**config.mk**
```make
export PLATFORM = sky130hd
export DESIGN_NAME = tmds_word_aligner
export DESIGN_NICKNAME = d
export VERILOG_FILES = /design/src/rtl/tmds_pkg.sv /design/src/rtl/tmds_ctrl_detect.sv /design/src/rtl/tmds_word_aligner.sv
export SDC_FILE = /design/constraint.sdc
export NUM_CORES = 1
export LEC_CHECK = 0
export BUFFER_PORTS_ARGS = -buffer_cell sky130_fd_sc_hd__buf_2
export CORE_MARGIN = 1.5
export CORE_UTILIZATION = 32
export CTS_BUF_LIST = sky130_fd_sc_hd__clkbuf_4
export CTS_CLUSTER_DIAMETER = 60
export CTS_CLUSTER_SIZE = 8
export DETAILED_ROUTE_END_ITERATION = 10
export PLACE_DENSITY = 0.47
export SETUP_SLACK_MARGIN = 0.4
export SYNTH_ARGS = -nofsm -noshare
export SYNTH_HDL_FRONTEND = slang
export SYNTH_HIERARCHICAL = 1
export SYNTH_SLANG_ARGS = --single-unit
```
**constraint.sdc**
```tcl
create_clock -name clk_pixel -period 4 [get_ports clk_pixel]
set_clock_uncertainty 0.05 [all_clocks]
set_input_delay 0.2 -clock clk_pixel [delete_from_list [all_inputs] [get_ports clk_pixel]]
set_output_delay 0.2 -clock clk_pixel [all_outputs]
set_load 0.01 [all_outputs]
```
**src/rtl/tmds_pkg.sv**
```systemverilog
// Shared TMDS definitions: control-token symbols, their {C1,C0} codes, aligner states.
// Latency: n/a (constants and types only).
// Backpressure: n/a.
package tmds_pkg;

    // The four 10-bit TMDS control-period symbols
    localparam logic [9:0] TMDS_CTRL_TOK_00 = 10'h354;
    localparam logic [9:0] TMDS_CTRL_TOK_01 = 10'h0AB;
    localparam logic [9:0] TMDS_CTRL_TOK_10 = 10'h154;
    localparam logic [9:0] TMDS_CTRL_TOK_11 = 10'h2AB;

    // {C1,C0} carried by each control symbol
    localparam logic [1:0] TMDS_CTRL_CODE_00 = 2'b00;
    localparam logic [1:0] TMDS_CTRL_CODE_01 = 2'b01;
    localparam logic [1:0] TMDS_CTRL_CODE_10 = 2'b10;
    localparam logic [1:0] TMDS_CTRL_CODE_11 = 2'b11;

    // Word-aligner lock states
    typedef enum logic {
        SEARCH = 1'b0,
        LOCKED = 1'b1
    } aligner_state_e;

endpackage

```
**src/rtl/tmds_ctrl_detect.sv**
```systemverilog
// Classifies a 10-bit TMDS symbol as a control token and extracts {C1,C0}.
// Latency: purely combinational.
// Backpressure: none; evaluates every symbol presented.
module tmds_ctrl_detect
    import tmds_pkg::*;
(
    input  logic [9:0] sym,
    output logic       is_ctrl,
    output logic [1:0] ctrl
);

    // Exact-match decode; anything else is a data/guard symbol
    always_comb begin
        is_ctrl = 1'b0;
        ctrl    = 2'b00;
        case (sym)
            TMDS_CTRL_TOK_00: begin is_ctrl = 1'b1; ctrl = TMDS_CTRL_CODE_00; end
            TMDS_CTRL_TOK_01: begin is_ctrl = 1'b1; ctrl = TMDS_CTRL_CODE_01; end
            TMDS_CTRL_TOK_10: begin is_ctrl = 1'b1; ctrl = TMDS_CTRL_CODE_10; end
            TMDS_CTRL_TOK_11: begin is_ctrl = 1'b1; ctrl = TMDS_CTRL_CODE_11; end
            default:          begin is_ctrl = 1'b0; ctrl = 2'b00; end
        endcase
    end

endmodule

```
**src/rtl/tmds_word_aligner.sv**
```systemverilog
// Finds the 10-bit symbol boundary in a deserialized TMDS stream by hunting for runs of control tokens.
// Latency: 1 cycle from the raw word that completes a symbol to word_out.
// Backpressure: none; one word accepted and one produced every clk_pixel cycle.
module tmds_word_aligner
    import tmds_pkg::*;
#(
    parameter int LOCK_COUNT    = 8,
    parameter int SEARCH_WINDOW = 4096,
    parameter int LOSS_TIMEOUT  = 8192
) (
    input  logic       clk_pixel,
    input  logic       reset,
    input  logic [9:0] raw_in,
    input  logic       force_resync,
    output logic [9:0] word_out,
    output logic       word_valid,
    output logic       ctrl_valid,
    output logic [1:0] ctrl,
    output logic       locked,
    output logic [3:0] offset
);

    localparam int RUN_W = $clog2(LOCK_COUNT) + 1;
    localparam int WIN_W = $clog2(SEARCH_WINDOW) + 1;
    localparam int GAP_W = $clog2(LOSS_TIMEOUT) + 1;

    // Terminal values: the count held in the register when the current word decides the outcome
    localparam logic [RUN_W-1:0] RUN_LAST = RUN_W'(LOCK_COUNT - 1);
    localparam logic [WIN_W-1:0] WIN_LAST = WIN_W'(SEARCH_WINDOW - 1);
    localparam logic [GAP_W-1:0] GAP_LAST = GAP_W'(LOSS_TIMEOUT - 1);

    aligner_state_e   state_q, state_d;
    logic [3:0]       offset_q, offset_d;
    logic [RUN_W-1:0] run_cnt_q, run_cnt_d;
    logic [WIN_W-1:0] win_cnt_q, win_cnt_d;
    logic [GAP_W-1:0] gap_cnt_q, gap_cnt_d;

    logic [9:0]       raw_prev_q;
    logic [9:0]       word_out_q;
    logic             ctrl_valid_q;
    logic [1:0]       ctrl_q;

    logic [19:0]      window;
    logic [9:0]       aligned;
    logic             aligned_is_ctrl;
    logic [1:0]       aligned_ctrl;

    // Bit offsets cycle 0..9; a symbol boundary can sit at any of the ten bit positions
    function automatic logic [3:0] next_offset(input logic [3:0] cur);
        return (cur >= 4'd9) ? 4'd0 : cur + 4'd1;
    endfunction

    // Two consecutive raw words always contain one whole symbol at the current offset
    assign window  = {raw_in, raw_prev_q};
    assign aligned = window[offset_q +: 10];

    tmds_ctrl_detect u_ctrl_detect (
        .sym     (aligned),
        .is_ctrl (aligned_is_ctrl),
        .ctrl    (aligned_ctrl)
    );

    // Lock FSM next state: force_resync beats lock/timeout, lock beats window expiry
    always_comb begin
        state_d   = state_q;
        offset_d  = offset_q;
        run_cnt_d = run_cnt_q;
        win_cnt_d = win_cnt_q;
        gap_cnt_d = gap_cnt_q;
        if (force_resync) begin
            state_d   = SEARCH;
            offset_d  = next_offset(offset_q);
            run_cnt_d = '0;
            win_cnt_d = '0;
            gap_cnt_d = '0;
        end else begin
            case (state_q)
                SEARCH: begin
                    gap_cnt_d = '0;
                    if (aligned_is_ctrl && (run_cnt_q == RUN_LAST)) begin
                        state_d   = LOCKED;
                        run_cnt_d = '0;
                        win_cnt_d = '0;
                    end else if (win_cnt_q == WIN_LAST) begin
                        offset_d  = next_offset(offset_q);
                        run_cnt_d = '0;
                        win_cnt_d = '0;
                    end else begin
                        if (aligned_is_ctrl) begin
                            run_cnt_d = (run_cnt_q == '1) ? run_cnt_q : run_cnt_q + 1'b1;
                        end else begin
                            run_cnt_d = '0;
                        end
                        win_cnt_d = (win_cnt_q == '1) ? win_cnt_q : win_cnt_q + 1'b1;
                    end
                end
                LOCKED: begin
                    run_cnt_d = '0;
                    win_cnt_d = '0;
                    if (aligned_is_ctrl) begin
                        gap_cnt_d = '0;
                    end else if (gap_cnt_q == GAP_LAST) begin
                        state_d   = SEARCH;
                        gap_cnt_d = '0;
                    end else begin
                        gap_cnt_d = (gap_cnt_q == '1) ? gap_cnt_q : gap_cnt_q + 1'b1;
                    end
                end
                default: begin
                    state_d = SEARCH;
                end
            endcase
        end
    end

    // Lock FSM state, bit offset and counters
    always_ff @(posedge clk_pixel) begin
        if (reset) begin
            state_q   <= SEARCH;
            offset_q  <= 4'd0;
            run_cnt_q <= '0;
            win_cnt_q <= '0;
            gap_cnt_q <= '0;
        end else begin
            state_q   <= state_d;
            offset_q  <= offset_d;
            run_cnt_q <= run_cnt_d;
            win_cnt_q <= win_cnt_d;
            gap_cnt_q <= gap_cnt_d;
        end
    end

    // Raw-word history and registered aligned output, updated in both states
    always_ff @(posedge clk_pixel) begin
        if (reset) begin
            raw_prev_q   <= 10'd0;
            word_out_q   <= 10'd0;
            ctrl_valid_q <= 1'b0;
            ctrl_q       <= 2'b00;
        end else begin
            raw_prev_q   <= raw_in;
            word_out_q   <= aligned;
            ctrl_valid_q <= aligned_is_ctrl;
            ctrl_q       <= aligned_ctrl;
        end
    end

    // state_q updates on the same edge as word_out_q, so lock status lines up with its word
    assign word_out   = word_out_q;
    assign ctrl_valid = ctrl_valid_q;
    assign ctrl       = ctrl_q;
    assign locked     = (state_q == LOCKED);
    assign word_valid = (state_q == LOCKED);
    assign offset     = offset_q;

endmodule
```
==> results.yml <==
outcome:
  outcome: "finished clean"
sta:
  period_share: 0.8455
  maxSlewViolCount: 0
  fin_setup_tns_ns: 0
  tightest_slew_ns: 0.7609
  relSlewSlack: 0.4912
  finalHoldViolCount: 0
  min_period_ns: 3.382
  fmax_ghz: 0.2957
  grt_setup_unrepaired: "no"
  setup_viol: 0
layout:
  drive_gt1_frac: 0.2271
  syn_to_final_growth_pct: 16.42
  fillers: 1069
  diodes: 0
  nNetsFinal: 428
die:
  core_sq_mm: 0.01079
  dieHeight_um: 108.0
  die_width_um: 108.0
  dieArea_sq_mm: 0.01167
  num_io_pins: 32
  rows: 38
  initial_core_util: 0.3269
yosys:
  synth_seq_cells: 59
  synthCells: 368
  syn_area_per_cell_sq_um: 9.588
  synth.cell_area_sq_mm: 0.003528
  synth_top_area_cell: "dfxtp_1"
  ys_types: 60
  synth-edff-count: 0
  syn_nets: 387
  synthArstFlopShare: 0
  yosysWarnings: 6
  yosysSeqAreaShare: 0.3348
  dominantRegCellSynth: "dfxtp_1"
  synth_top_area_frac: 0.3348
  synth_area_leaders: "dfxtp_1 (33%), mux2i_1 (9.6%), mux4_1 (4.5%)"
clocking:
  cts_tree: "built"
  insertion_delay_ns: 0.41
  cts-buffers-inserted: 9
  ctsRootBufferMaster: "clkbuf_4"
  h-tree-depth: 3
  cts.sinks: 59
  cts.clk_slew.worst_paths_ns: 0.11
  cts.path.max_buffers: 2
power:
  p_per_area_mw_per_mm2: 306.6
  p_leak_uw: 0.001500
  total_power_uw: 1259
  vdd_drop_max_uv: 178.9
worst_setup_path:
  path_max_fanout: 8
  cp-start-kind: "register"
  arrival_ns: 3.66
  crit_path_end_kind: "register"
  cp.required_ns: 4.28
  path_class: "reg2reg"
global_routing:
  grt_usage: 0.1503
  met3_usage: 0.03617
  antenna_found_initial: 0
  gr-usage-met1: 0.2077
  grt_max_degree: 25
  gr-max-usage-layer: "met2"
  grt_pass1_vias: 2746
  met2_usage: 0.2301
  overflow: 0
  grt_first_pass_wirelength_um: 13790
routing:
  drc: 0
  vias_per_cell: 5.247
  vias: 2907
  first_pass_iters: 4
  antenna_left: 0
  routed_wl_um: 8284
  initialDrtViolationCount: 175
  wire_per_inst_um: 14.95
place:
  io_buffer_count: 31
  place.gp.congestion: 0.8474
  hpwlAfterDp_um: 5938
job:
  maxCapViolCount: 0
min_path:
  hp-class: "in2reg"
routing by layer:
metal	vias up	routed length (um)
li1	1465	-
met1	1378	4217
met2	60	3774
met3	4	252
met4	0	40
met5	-	0
layout make-up:
cell class                      instances  area [sq um]  share of cell area
Sequential cell                        59          1190              0.2897
Tap cell                              140         175.2             0.04264
Multi-Input combinational cell        268          2168              0.5279
Inverter                               17         67.56             0.01645
Timing Repair Buffer                   54         362.8             0.08833
Clock buffer                            9         67.56             0.01645
Clock inverter                          7         76.32             0.01858
logic make-up after synthesis:
kind of cell / Yosys count / synth area share
XOR/XNOR: 2 / 0.004965
multiplexers: 50 / 0.1954
AND/OR/NAND/NOR: 134 / 0.2298
flip-flops: 59 / 0.3348
adder cells (fa/ha/maj): 6 / 0.02128
AO/OA/AOI/OAI: 76 / 0.1539
buffers and inverters: 41 / 0.05993
registers in the layout, indices dropped and copies added, names as in the netlist:
signal	flops
offset	4
word_out	10
ctrl	2
run_cnt_q	4
locked	1
raw_prev_q	10
ctrl_valid	1
win_cnt_q	13
gap_cnt_q	14
path summary, 6_finish.rpt:
kind / start / endpoint / slack (ns) / cells after the start
worst max register to register: offset[0] / win_cnt_q[7] / 0.62 / 13
worst max-delay path: offset[0] / win_cnt_q[7] / 0.62 / 13
worst min-delay path: raw_in[4] / raw_prev_q[4] / 0.04 / 2
worst min register to register: run_cnt_q[1] / run_cnt_q[1] / 0.44 / 2
power by group:
| group | switching (uW) | internal [uW] | leakage, uW |
|---|---|---|---|
| sequential | 15.3 | 604 | 0.000482 |
| clock | 258 | 194 | 0.0000729 |
| combinational | 92.7 | 94.7 | 0.000945 |
synthesized netlist by cell type (all sizes together) (2+ instances only):
library cell and number:
or4 3, mux2i 34, dfxtp 59, nor2 21, a21oi 11, nand3b 2
ha 6, buf 9, or3 3, and3 14, a211oi 7, xnor2 2
nor4 5, nand2 18, o41ai 2, inv 17, nand3 14, o211ai 16
o21ai 11, o21a 2, nor3 6, mux4 13, a31oi 9, and2 8
a311oi 6, clkbuf 15, mux2 3, a21boi 3, nand4 7, o31ai 3
nand2b 6, nor2b 18
worst max-delay path: stages, from the launching register on:
cell and delay, ns:
dfxtp_4 0.44, buf_2 0.21, buf_4 0.16, mux4_1 0.53
or2_1 0.23, nand2_1 0.13, nand4b_2 0.17, nor3_4 0.16
a31o_2 0.19, and4b_1 0.25, nor2_1 0.08, buf_4 0.18
a311oi_1 0.31, mux2i_1 0.22
placed cells by master, fill, tap and decap left out, types with 9 or more instances in the layout:
| master | n |
|---|---|
| mux2i_1 | 34 |
| clkbuf_4 | 9 |
| buf_4 | 11 |
| a21oi_1 | 11 |
| dlygate4sd3_1 | 10 |
| o211ai_1 | 16 |
| nand2_1 | 18 |
| nand3_1 | 13 |
| dfxtp_1 | 56 |
| buf_2 | 32 |
| a31oi_1 | 9 |
| and3_1 | 13 |
| inv_1 | 16 |
| nor2_1 | 21 |
| nor2b_1 | 18 |
per-stage QoR:
stage,hold WS (ns),utilization,setup WS (ns),area [sq um],std cells
global placement,0.4013,0.3520,0.2221,3799,525
CTS,0.0006840,0.3743,0.4248,4040,550
finish,0.03808,0.3806,0.6179,4108,554
global route,0.01005,0.3806,0.4210,4108,554
floorplan,0.2285,-,0.5044,3528,368
detailed placement,0.4167,0.3520,0.1507,3799,525
what timing repair did:
action,in CTS,in global routing
resized for setup,4,10
pin swaps,0,1
hold buffers,9,1
buffers inserted,0,3
endpoints found under the setup margin,19,13
endpoints found under the hold margin,9,1
No activity file was read; power rests on OpenSTA's default activity.
